<file path="config.mk">
export PLATFORM = sky130hd
export DESIGN_NAME = referee_mux
export DESIGN_NICKNAME = d
export VERILOG_FILES = /design/src/rtl/referee_mux.sv
export SDC_FILE = /design/constraint.sdc
export NUM_CORES = 1
export LEC_CHECK = 0
export BUFFER_PORTS_ARGS = -buffer_cell sky130_fd_sc_hd__buf_2
export CAP_MARGIN = 10
export CORE_MARGIN = 5
export CORE_UTILIZATION = 47
export CTS_CLUSTER_SIZE = 14
export DETAILED_ROUTE_END_ITERATION = 8
export GPL_ROUTABILITY_DRIVEN = 1
export GPL_TIMING_DRIVEN = 0
export PLACE_DENSITY = 0.87
export SLEW_MARGIN = 20
export SYNTH_ARGS = -nofsm -noshare
export SYNTH_HDL_FRONTEND = slang
export SYNTH_SLANG_ARGS = --single-unit
</file>
<file path="constraint.sdc">
create_clock -name clk -period 2.72 [get_ports clk]
set_input_delay 0.544 -clock clk [delete_from_list [all_inputs] [get_ports clk]]
set_output_delay 0.544 -clock clk [all_outputs]
set_load 0.01 [all_outputs]
</file>
<file path="src/rtl/referee_mux.sv">
// Purpose: return-path arbiter; moves one head word from a non-empty class FIFO into the egress FIFO.
// Latency: 1 cycle from the sampling edge to push/pop; one word at most every 3 cycles (WAIT, GRANT, GAP).
// Backpressure: almost_full_out is sampled only in WAIT; a word already granted always completes.
// Build option: define REFEREE_MUX_RR_EN for round-robin arbitration (default is fixed priority 3 > 2 > 1 > 0).

module referee_mux #(
    parameter int DATA_WIDTH = 12,
    parameter int CNT_WIDTH  = 8
) (
    input  logic                  clk,
    input  logic                  reset_L,
    input  logic [3:0]            state,
    input  logic [DATA_WIDTH-1:0] data_in_0,
    input  logic [DATA_WIDTH-1:0] data_in_1,
    input  logic [DATA_WIDTH-1:0] data_in_2,
    input  logic [DATA_WIDTH-1:0] data_in_3,
    input  logic                  empty_0,
    input  logic                  empty_1,
    input  logic                  empty_2,
    input  logic                  empty_3,
    input  logic                  almost_full_out,
    output logic                  pop_0,
    output logic                  pop_1,
    output logic                  pop_2,
    output logic                  pop_3,
    output logic                  push,
    output logic [DATA_WIDTH-1:0] data_out,
    output logic [1:0]            grant_id,
    output logic [CNT_WIDTH-1:0]  words_sent
);

    // One-hot layer states shared with the class demultiplexer.
    localparam logic [3:0] LAYER_RESET  = 4'b0001;
    localparam logic [3:0] LAYER_IDLE   = 4'b0100;
    localparam logic [3:0] LAYER_ACTIVE = 4'b1000;

    typedef enum logic [1:0] {
        FSM_WAIT  = 2'd0,
        FSM_GRANT = 2'd1,
        FSM_GAP   = 2'd2
    } fsm_t;

    fsm_t                  fsm_q, fsm_d;
    logic [3:0]            pop_q, pop_d;
    logic                  push_q, push_d;
    logic [DATA_WIDTH-1:0] data_out_q, data_out_d;
    logic [1:0]            grant_id_q, grant_id_d;
    logic [CNT_WIDTH-1:0]  words_sent_q, words_sent_d;

    logic                  layer_reset;
    logic                  layer_en;
    logic [3:0]            not_empty;
    logic                  any_ready;
    logic [1:0]            sel_cls;
    logic [DATA_WIDTH-1:0] sel_word;

`ifdef REFEREE_MUX_RR_EN
    // Last granted class; the next search starts one past it.
    logic [1:0]            rr_ptr_q, rr_ptr_d;
`endif

    assign layer_reset = (state == LAYER_RESET);
    assign layer_en    = (state == LAYER_IDLE) || (state == LAYER_ACTIVE);
    assign not_empty   = ~{empty_3, empty_2, empty_1, empty_0};
    assign any_ready   = |not_empty;

`ifdef REFEREE_MUX_RR_EN
    // Round-robin pick: scan pointer+1, +2, +3, +4 (mod 4) and take the first non-empty class.
    always_comb begin
        logic       found;
        logic [1:0] cand;
        sel_cls = 2'd0;
        found   = 1'b0;
        cand    = 2'd0;
        for (int i = 1; i <= 4; i++) begin
            cand = rr_ptr_q + 2'(i);
            if (!found && not_empty[cand]) begin
                sel_cls = cand;
                found   = 1'b1;
            end
        end
    end
`else
    // Fixed-priority pick: class 3 wins over 2, 2 over 1, 1 over 0.
    always_comb begin
        sel_cls = 2'd0;
        if (not_empty[3]) begin
            sel_cls = 2'd3;
        end else if (not_empty[2]) begin
            sel_cls = 2'd2;
        end else if (not_empty[1]) begin
            sel_cls = 2'd1;
        end else begin
            sel_cls = 2'd0;
        end
    end
`endif

    // Head-word mux; the class bits in the top of the word pass through untouched.
    always_comb begin
        sel_word = data_in_0;
        case (sel_cls)
            2'd0:    sel_word = data_in_0;
            2'd1:    sel_word = data_in_1;
            2'd2:    sel_word = data_in_2;
            2'd3:    sel_word = data_in_3;
            default: sel_word = data_in_0;
        endcase
    end

    // Next-state and registered-output logic for the WAIT/GRANT/GAP sequence.
    always_comb begin
        fsm_d        = fsm_q;
        pop_d        = 4'b0000;
        push_d       = 1'b0;
        data_out_d   = '0;
        grant_id_d   = grant_id_q;
        words_sent_d = words_sent_q;
`ifdef REFEREE_MUX_RR_EN
        rr_ptr_d     = rr_ptr_q;
`endif

        // The strobes were high for the whole GRANT cycle, so the word has been
        // transferred by this edge whatever the layer state does now.
        if (fsm_q == FSM_GRANT) begin
            words_sent_d = words_sent_q + CNT_WIDTH'(1);
        end

        if (layer_reset) begin
            // Layer-level reset behaves exactly like the pin reset, but at the edge.
            fsm_d        = FSM_WAIT;
            grant_id_d   = 2'd0;
            words_sent_d = '0;
`ifdef REFEREE_MUX_RR_EN
            rr_ptr_d     = 2'd0;
`endif
        end else if (!layer_en) begin
            // Outside IDLE/ACTIVE nothing is granted; counter and last grant are kept.
            fsm_d = FSM_WAIT;
        end else begin
            case (fsm_q)
                FSM_WAIT: begin
                    if (!almost_full_out && any_ready) begin
                        pop_d[sel_cls] = 1'b1;
                        push_d         = 1'b1;
                        data_out_d     = sel_word;
                        grant_id_d     = sel_cls;
`ifdef REFEREE_MUX_RR_EN
                        rr_ptr_d       = sel_cls;
`endif
                        fsm_d          = FSM_GRANT;
                    end
                end
                FSM_GRANT: begin
                    // Strobes drop; the popped FIFO's flags need a cycle to settle.
                    fsm_d = FSM_GAP;
                end
                FSM_GAP: begin
                    fsm_d = FSM_WAIT;
                end
                default: begin
                    fsm_d = FSM_WAIT;
                end
            endcase
        end
    end

    // State and output registers; pin reset clears everything immediately.
    always_ff @(posedge clk or negedge reset_L) begin
        if (!reset_L) begin
            fsm_q        <= FSM_WAIT;
            pop_q        <= 4'b0000;
            push_q       <= 1'b0;
            data_out_q   <= '0;
            grant_id_q   <= 2'd0;
            words_sent_q <= '0;
        end else begin
            fsm_q        <= fsm_d;
            pop_q        <= pop_d;
            push_q       <= push_d;
            data_out_q   <= data_out_d;
            grant_id_q   <= grant_id_d;
            words_sent_q <= words_sent_d;
        end
    end

`ifdef REFEREE_MUX_RR_EN
    // Round-robin pointer register.
    always_ff @(posedge clk or negedge reset_L) begin
        if (!reset_L) begin
            rr_ptr_q <= 2'd0;
        end else begin
            rr_ptr_q <= rr_ptr_d;
        end
    end
`endif

    assign pop_0      = pop_q[0];
    assign pop_1      = pop_q[1];
    assign pop_2      = pop_q[2];
    assign pop_3      = pop_q[3];
    assign push       = push_q;
    assign data_out   = data_out_q;
    assign grant_id   = grant_id_q;
    assign words_sent = words_sent_q;

endmodule
</file>
==> results of run 1 <==
[synth_stat cells]
| library cell | n | area (µm²) |
|---|---|---|
| dfrtp_1 | 29 | 726 |
| nand2b_1 | 13 | 81.3 |
| a21oi_1 | 12 | 60.1 |
| inv_1 | 12 | 45.0 |
| nand3_1 | 11 | 55.1 |
| o21ai_0 | 11 | 55.1 |
| o22a_1 | 11 | 96.3 |
| nor2_1 | 9 | 33.8 |
| clkbuf_1 | 7 | 26.3 |
| xor2_1 | 6 | 52.6 |
| nand2_1 | 5 | 18.8 |
| nand4_1 | 4 | 25.0 |
| nor2b_1 | 3 | 18.8 |
| buf_1 | 2 | 7.51 |
| mux2_2 | 2 | 22.5 |
| nor4b_1 | 2 | 17.5 |
| xnor2_1 | 2 | 17.5 |
| a31oi_1 | 1 | 6.26 |
| a31oi_4 | 1 | 21.3 |
| and2_1 | 1 | 6.26 |
| and3_1 | 1 | 6.26 |
| and4b_1 | 1 | 10.0 |
| buf_6 | 1 | 11.3 |
| ha_1 | 1 | 12.5 |
| mux2i_1 | 1 | 10.0 |
| nor3_1 | 1 | 5.00 |
| nor3b_1 | 1 | 7.51 |
| nor4b_2 | 1 | 15.0 |
| o211ai_1 | 1 | 7.51 |
| o221ai_1 | 1 | 8.76 |
| or3_1 | 1 | 6.26 |
| or4_1 | 1 | 7.51 |
[per-stage QoR]
| stage | area (µm²) | cells | power [W] | util, % |
|---|---|---|---|---|
| after floorplan | 1500 | 156 | 0.000626 | - |
| after global placement | 1980 | 284 | 0.000736 | 64.7 |
| after global routing | 2050 | 292 | 0.00109 | 67.0 |
| after CTS | 2050 | 292 | 0.00104 | 67.0 |
| final | 2050 | 292 | 0.00104 | 67.0 |
| after detailed placement | 1980 | 284 | 0.000745 | 64.7 |
[where the power goes]
part	total [W]	switching, W	internal, W
Combinational	0.000229	0.000117	0.000112
Sequential	0.000506	0.0000393	0.000466
Clock	0.000301	0.000152	0.000150
Total	0.00104	0.000308	0.000728
[per-layer routing]
layer	wire (µm)	global-route usage [%]
met2	2100	35.9
met1	1690	23.6
met4	69	7.87
met5	0	0
met3	390	7.08
[registers in the layout, indices dropped and copies added (netlist names)]
signal      cells
data_out       12
fsm_q           2
grant_id        2
pop_q           4
push            1
words_sent      8
[final timing paths]
kind	start	slack (ns)	endpoint
worst max-delay path	fsm_q[1]	0.78	grant_id[0]
worst min-delay path	reset_L	0.23	data_out[1]
worst min register to register	words_sent[7]	0.54	words_sent[7]
worst max register to register	fsm_q[1]	0.78	grant_id[0]
max in group asynchronous	reset_L	2.06	words_sent[5]
min in group clk	state[0]	0.40	fsm_q[1]
[worst max-delay path, stage by stage (launching register included)]
cell and delay [ns]:
dfrtp_1 0.39, or3_1 0.33, or4_1 0.42, buf_6 0.16, a31oi_4 0.17, mux2_2 0.36
[final cells by class]
type                    count  area, µm²
repair buffers             84        420
inverters                  12       45.0
clock buffers               7       65.1
flip-flops and latches     29        726
multi-input cells         105        684
clock inverters             1       5.00
well taps                  44       55.1
plain buffers              10       45.0
fillers                   281       1010
[cell families after synthesis]
group,synth area share [%]
XOR/XNOR,4.67
multiplexers,2.17
buffers and inverters,6.01
flip-flops,48.4
AND/OR/NAND/NOR,20.9
AO/OA/AOI/OAI,17.0
adder cells (fa/ha/maj),0.834
==> flow_summary.ini, run 1 <==
[run_status]
status = finished clean

[power_and_ir_drop]
p_per_area_nw_per_um2 = 507
peakVddDrop_mv = 0.233
leakage_nw = 1.11

[placement]
dpl_worst_slack_ns = 0.499
gp_congestion = 0.785
hpwl_mm = 3.38
port_buffers = 84

[global_route]
overflow = 0
grt_max_degree = 30
grt_util_all_layers_pct = 20.8
grt_first_pass_wirelength_mm = 6.76
antenna_found_initial = 0
grt_pass1_vias = 1487

[worst_setup_path]
arrival_ns = 2.16
reg2reg_depth = 5
cp-start-kind = flip-flop
path_class = flip-flop to flip-flop
required_ns = 2.94
cp-end-kind = flip-flop
critPathMaxFanout = 9

[cts]
post_cts_buffers = 0
insertion_delay_ns = 0.32
clk_pin_slew_ns = 0.10
ctsHoldBuffers = 0
cts_tree = yes
cts_resized = 0
htreeDepth = 2
clockBufferDepth = 2
cts_buffers = 5
root_buffer = clkbuf_4
cts_sinks = 29

[floorplanning]
start_util_pct = 49.1
die_h_um = 66.5
core_area_um2 = 3050
pin_count = 86
fp-row-count = 20
die_area_um2 = 4420
die_width_um = 66.5

[final_layout]
diodes = 0
area_growth_pct = 36.4
final_cell_mix = buf_2, dfrtp_1, nand2b_1
drive_above_1_share_pct = 39.1
mostFrequentLayoutCell = buf_2
fin_nets = 307

[yosys]
syn-instance-count = 156
ys_warn_count = 0
ys_types = 32
synth_seq_cells = 29
ys_seq_area_share_pct = 48.4
syn_nets = 216
netlist_area_um2 = 1500
syn_area_per_cell_um2 = 9.62

[detailed_routing]
initialDrtViolationCount = 92
vias_per_cell = 5.07
drtPass1Iterations = 4
wl_per_cell_um = 14.6
totalWireLength_mm = 4.25
drcViolationCount = 0
final_antenna_net_count = 0
vias = 1479

[sta]
tightest_slew_ns = 0.893
drv_slew = 0
max_freq_mhz = 515
finalSetupViolCount = 0
rsz0062_at_grt = no
fin_crit_ns = 1.94
tns_ns = 0
setup_ws_ns = 0.779
holdWs_ns = 0.231
relSlewSlack_pct = 40.3
skew_ns = 0.0111
fin_crit_sh_pct = 71.4
hold_viol = 0

[worst_hold_path]
hold_path.class = input pin to asynchronous set/reset pin

[run]
drv_cap = 0
Note: power is estimated with default switching activity, not from simulation.
==> run 2, diff against run 1 <==
Settings changed: CORE_UTILIZATION 47 to 39, PLACE_DENSITY 0.87 to 0.77.
Clock period 2.72 ns to 1.6 ns, I/O delays scaled along.
==> run 2 against run 1 <==
Effect of this change:
- the flow now finishes with violations (negative setup slack)
- critical path depth is 1 lower
- combinational power up 86%
- final cell count increased by 3.4%
- clock power increased by 120%
- via count decreased by 0.34%
- first-iteration DRC count is 36% lower
- fmax is 2.5% higher
- design area up 9.8%
- die area rose by 17%
- highest routed layer unchanged
- clock skew fell by 0.0067 ns
- wire length grew 3.6%
==> flow_summary.ini, run 2 (synthesis results as in run 1) <==
[worst_setup_path]
crit_slowest_cell = or4_4
arrival_ns = 2.06
critPathMaxFanout = 3
path_class = flip-flop to flip-flop
cp-start-kind = flip-flop
crit_chain = or3_1, or4_4, a31oi_4, mux2_4
max_stage_delay_ns = 0.47
cp-end-kind = flip-flop
required_ns = 1.77

[final_layout]
fin_nets = 313
area_growth_pct = 49.8
nFillCells = 359
register_area_um2 = 726
final_cell_mix = buf_2, dfrtp_1, nand2b_1
multi_input_area_um2 = 773
mostFrequentLayoutCell = buf_2
diodes = 0
largest_reg_flops = 12
final_util_pct = 60.9
drive_above_1_share_pct = 47.6

[detailed_routing]
initialDrtViolationCount = 59
totalWireLength_mm = 4.41
drcViolationCount = 0
final_antenna_net_count = 0
wl_per_cell_um = 14.6
vias_per_cell = 4.88
vias = 1474
drtPass1Iterations = 4

[cts]
cts_buffers = 5
htreeDepth = 2
clk_pin_slew_ns = 0.06
clockBufferDepth = 2
cts_sinks = 29
root_buffer = clkbuf_8
insertion_delay_ns = 0.29
cts_tree = yes

[global_route]
grt_max_degree = 30
grt_util_all_layers_pct = 18.3
grt_pass1_vias = 1553
overflow = 0
antenna_found_initial = 0
grt_first_pass_wirelength_mm = 7.20

[worst_hold_path]
hold_path.class = input pin to asynchronous set/reset pin

[placement]
port_buffers = 84
dpl_worst_slack_ns = -0.407
gp_congestion = 0.808
hpwl_mm = 3.18

[floorplanning]
start_util_pct = 40.7
die_h_um = 72.0
fp-row-count = 22
core_area_um2 = 3690
die_width_um = 72.0
die_area_um2 = 5190
pin_count = 86

[sta]
hold_viol = 0
fin_crit_ns = 1.89
relSlewSlack_pct = 39.5
fin_crit_sh_pct = 118
rsz0062_at_grt = yes
tightest_slew_ns = 0.904
skew_ns = 0.00448
max_freq_mhz = 528
setup_ws_ns = -0.294
finalSetupViolCount = 20
drv_slew = 0

[run_status]
status = finished with violations
violations = negative setup slack

[power_and_ir_drop]
p_per_area_nw_per_um2 = 872
leakage_nw = 1.18
totalPowerFinal_w = 0.00196
peakVddDrop_mv = 0.364

[run]
drv_cap = 0
[run 2: what timing repair did]
action	CTS	global route
setup endpoints to repair	14	20
gates cloned	1	0
hold buffers	0	0
pin swaps	2	1
setup buffers	4	2
resized for setup	22	5
[run 2: metal layers]
metal  part of all wire, %  track usage (%)
met5                     0                0
met4                   1.5             8.77
met3                   9.6             5.96
met2                    48             29.5
met1                    40             22.1
[run 2: worst max-delay path: cells and delay by family, from the launching register on]
kind	cells	cell delay [ns]
mux	1	0.32
compound gates	1	0.22
flops	1	0.37
simple gates	2	0.86
[run 2: cell type report]
class / count / area share [%]
repair buffers: 91 / 21.7
well taps: 48 / 2.67
clock inverters: 1 / 0.223
plain buffers: 9 / 2.45
multi-input cells: 105 / 34.4
clock buffers: 7 / 4.29
inverters: 12 / 2.00
flip-flops and latches: 29 / 32.3
[run 2: per-stage QoR]
stage	instance area, µm²	std cells	hold slack (ns)	TNS (ns)
6_report	2250	302	0.0619	-3.78
5_1_grt	2250	302	0.114	-4.40
4_1_cts	2220	301	0.0832	-2.55
3_5_place_dp	1980	288	0.389	-3.50
3_3_place_gp	1980	288	0.383	-3.71
2_1_floorplan	1500	156	0.0244	-0.641
[run 2: power by group]
part           total [W]  switching (W)  internal [W]
clock network   0.000673       0.000285      0.000388
logic           0.000427       0.000217      0.000210
registers       0.000860      0.0000657      0.000794
total            0.00196       0.000568       0.00139
[run 2: path summary, 6_finish.rpt]
kind	startpoint	end	slack [ns]	depth (start not counted)
setup / recovery	fsm_q[1]	grant_id[1]	-0.29	4
hold / removal	reset_L	push	0.06	1
setup reg to reg	fsm_q[1]	grant_id[1]	-0.29	4
hold reg to reg	words_sent[7]	words_sent[7]	0.53	2
max in group asynchronous	reset_L	data_out[1]	1.12	1
min in group clk	state[0]	fsm_q[1]	0.22	2
==> run 3, diff against run 2 <==
Settings changed: ABC_AREA set to 1.
==> run 3 against run 2 <==
Effect of this change:
- largest power group unchanged
- clock power fell by 11%
- fmax rose by 52%
- setup slack improved by 0.65 ns
- synthesized cell count rose by 38%
- sequential power fell by 6.2%
- sequential share of layout area rose by 2.5 points
- via count rose by 13%
- highest routed layer unchanged
- hold slack improved by 0.0015 ns
- count of clock-buffer cells in the layout did not move
- register-to-register slack improved by 0.68 ns
- the run now ends clean
==> flow_summary.ini, run 3 <==
[run_status]
status = finished clean

[sta]
fin_crit_ns = 1.25
relSlewSlack_pct = 57.4
drv_slew = 0
finalSetupViolCount = 0
max_freq_mhz = 801
tns_ns = 0
fin_crit_sh_pct = 78.0
hold_viol = 0
skew_ns = 0.00360
rsz0062_at_grt = no
holdWs_ns = 0.0634
tightest_slew_ns = 0.639

[detailed_routing]
wl_per_cell_um = 11.6
drtPass1Iterations = 4
vias = 1662
route.met3.wl_um = 430
wl_met2_mm = 1.94
totalWireLength_mm = 4.11
drcViolationCount = 0
final_antenna_net_count = 0
initialDrtViolationCount = 82
route.top_layer_used = met4
wl_met1_mm = 1.64
vias_per_cell = 4.68

[worst_setup_path]
crit_chain = buf_2
path_class = flip-flop to primary output
max_stage_delay_ns = 0.47
worst-path-buf-inv = 1
required_ns = 1.28
cp-start-kind = flip-flop
crit_family = flip-flops
critPathMaxFanout = 8
crit_slowest_cell = dfrtp_1
cp-end-kind = primary output
arrival_ns = 0.93

[global_route]
grt_pass1_vias = 1598
grt_first_pass_wirelength_mm = 6.89
grt_util_all_layers_pct = 17.2
antenna_found_initial = 0
overflow = 0
grt_max_degree = 30

[yosys]
syn_nets = 275
ys.flop_type = dfrtp_1
synth_edf_count = 0
synth.top_cell.area_share_pct = 47.9
netlist_area_um2 = 1510
yosys.area.top_type = dfrtp_1
ys_seq_area_share_pct = 47.9
syn_area_per_cell_um2 = 7.04
ys_warn_count = 0
ys_types = 17
synth_area_leaders = dfrtp_1, nor2_1, nand2_1
synth_seq_cells = 29
ys_async_sr_fraction_pct = 100
syn-instance-count = 215
synth.most_common_cell = nor2_1
netlist_top_cells_count = nor2_1, nand2_1, dfrtp_1

[power_and_ir_drop]
leakage_nw = 1.25
p_per_area_nw_per_um2 = 821
peakVddDrop_mv = 0.335

[final_layout]
diodes = 0
final_cell_mix = buf_2, nor2_1, nand2_1
drive_above_1_share_pct = 32.9
largest_reg_flops = 12
area_growth_pct = 37.8
mostFrequentLayoutCell = buf_2
fin_nets = 367
nFillCells = 359
finalInstanceArea_um2 = 2090

[floorplanning]
core_area_um2 = 3720
pin_count = 86
die_area_um2 = 5230
start_util_pct = 40.7
die_h_um = 72.3
die_width_um = 72.3
fp-row-count = 22

[cts]
cts_tree = yes
cts_buffers = 5
cts_resized = 0
post_cts_buffers = 0
cts_sinks = 29
clk_pin_slew_ns = 0.06
insertion_delay_ns = 0.28
root_buffer = clkbuf_8
htreeDepth = 2
clockBufferDepth = 2
ctsHoldBuffers = 0

[placement]
hpwl_mm = 3.27
gp_congestion = 0.789
port_buffers = 85
placed_area_um2 = 2000

[run]
drv_cap = 0

[worst_hold_path]
hold_path.class = input pin to asynchronous set/reset pin
[run 3: changes by cell type after synthesis, sizes merged, moves of 10 or more]
cell | before | now
o22a | 11 | 0
nand3 | 11 | 26
nor2 | 9 | 57
nand2b | 13 | 0
nand2 | 5 | 56
inv | 12 | 22
[run 3: path summary, 6_finish.rpt]
| kind | from | end | slack, ns | cells after the start |
|---|---|---|---|---|
| setup / recovery | words_sent[3] | words_sent[3] | 0.35 | 1 |
| hold / removal | reset_L | data_out[0] | 0.06 | 1 |
| setup reg to reg | fsm_q[1] | words_sent[7] | 0.39 | 6 |
| hold reg to reg | grant_id[0] | grant_id[0] | 0.51 | 2 |
| max in group asynchronous | reset_L | data_out[5] | 1.12 | 1 |
| min in group clk | empty_3 | pop_q[3] | 0.25 | 2 |
[run 3: layer usage]
metal | global-route usage, % | up-vias
met5 | 0 | -
met4 | 10.0 | 0
met3 | 5.68 | 9
met2 | 27.8 | 74
met1 | 19.8 | 730
li1 | - | 849
[run 3: layout make-up]
| class | instances | area (µm²) | share of cell area, % |
|---|---|---|---|
| multi-input combinational | 157 | 666 | 31.9 |
| timing repair buffer | 85 | 425 | 20.4 |
| clock buffer | 7 | 86.3 | 4.14 |
| sequential | 29 | 726 | 34.8 |
| buffer | 7 | 40.0 | 1.92 |
| tap | 48 | 60.1 | 2.88 |
| inverter | 22 | 82.6 | 3.96 |
[run 3: through the flow]
step           total power, W  std cells  setup WS (ns)  utilization [%]
6_report              0.00171        355          0.351             56.1
5_1_grt               0.00181        355          0.208             56.1
4_1_cts               0.00174        355          0.333             56.1
3_5_place_dp          0.00113        348          0.177             53.8
3_3_place_gp          0.00112        348          0.252             53.8
2_1_floorplan        0.000968        215          0.464                -
[run 3: kinds of logic (layout without fill, tap and decap cells)]
family,after synthesis,after routing,share of synthesized area (%)
AO/OA/AOI/OAI,8,8,2.64
buffers and inverters,29,121,8.10
adder cells (fa/ha/maj),1,1,0.826
AND/OR/NAND/NOR,148,148,40.5
flip-flops,29,29,47.9
[run 3: power breakdown]
part | switching [W] | internal (W) | total [W]
registers | 0.0000347 | 0.000773 | 0.000807
clock network | 0.000262 | 0.000340 | 0.000602
logic | 0.000168 | 0.000135 | 0.000303
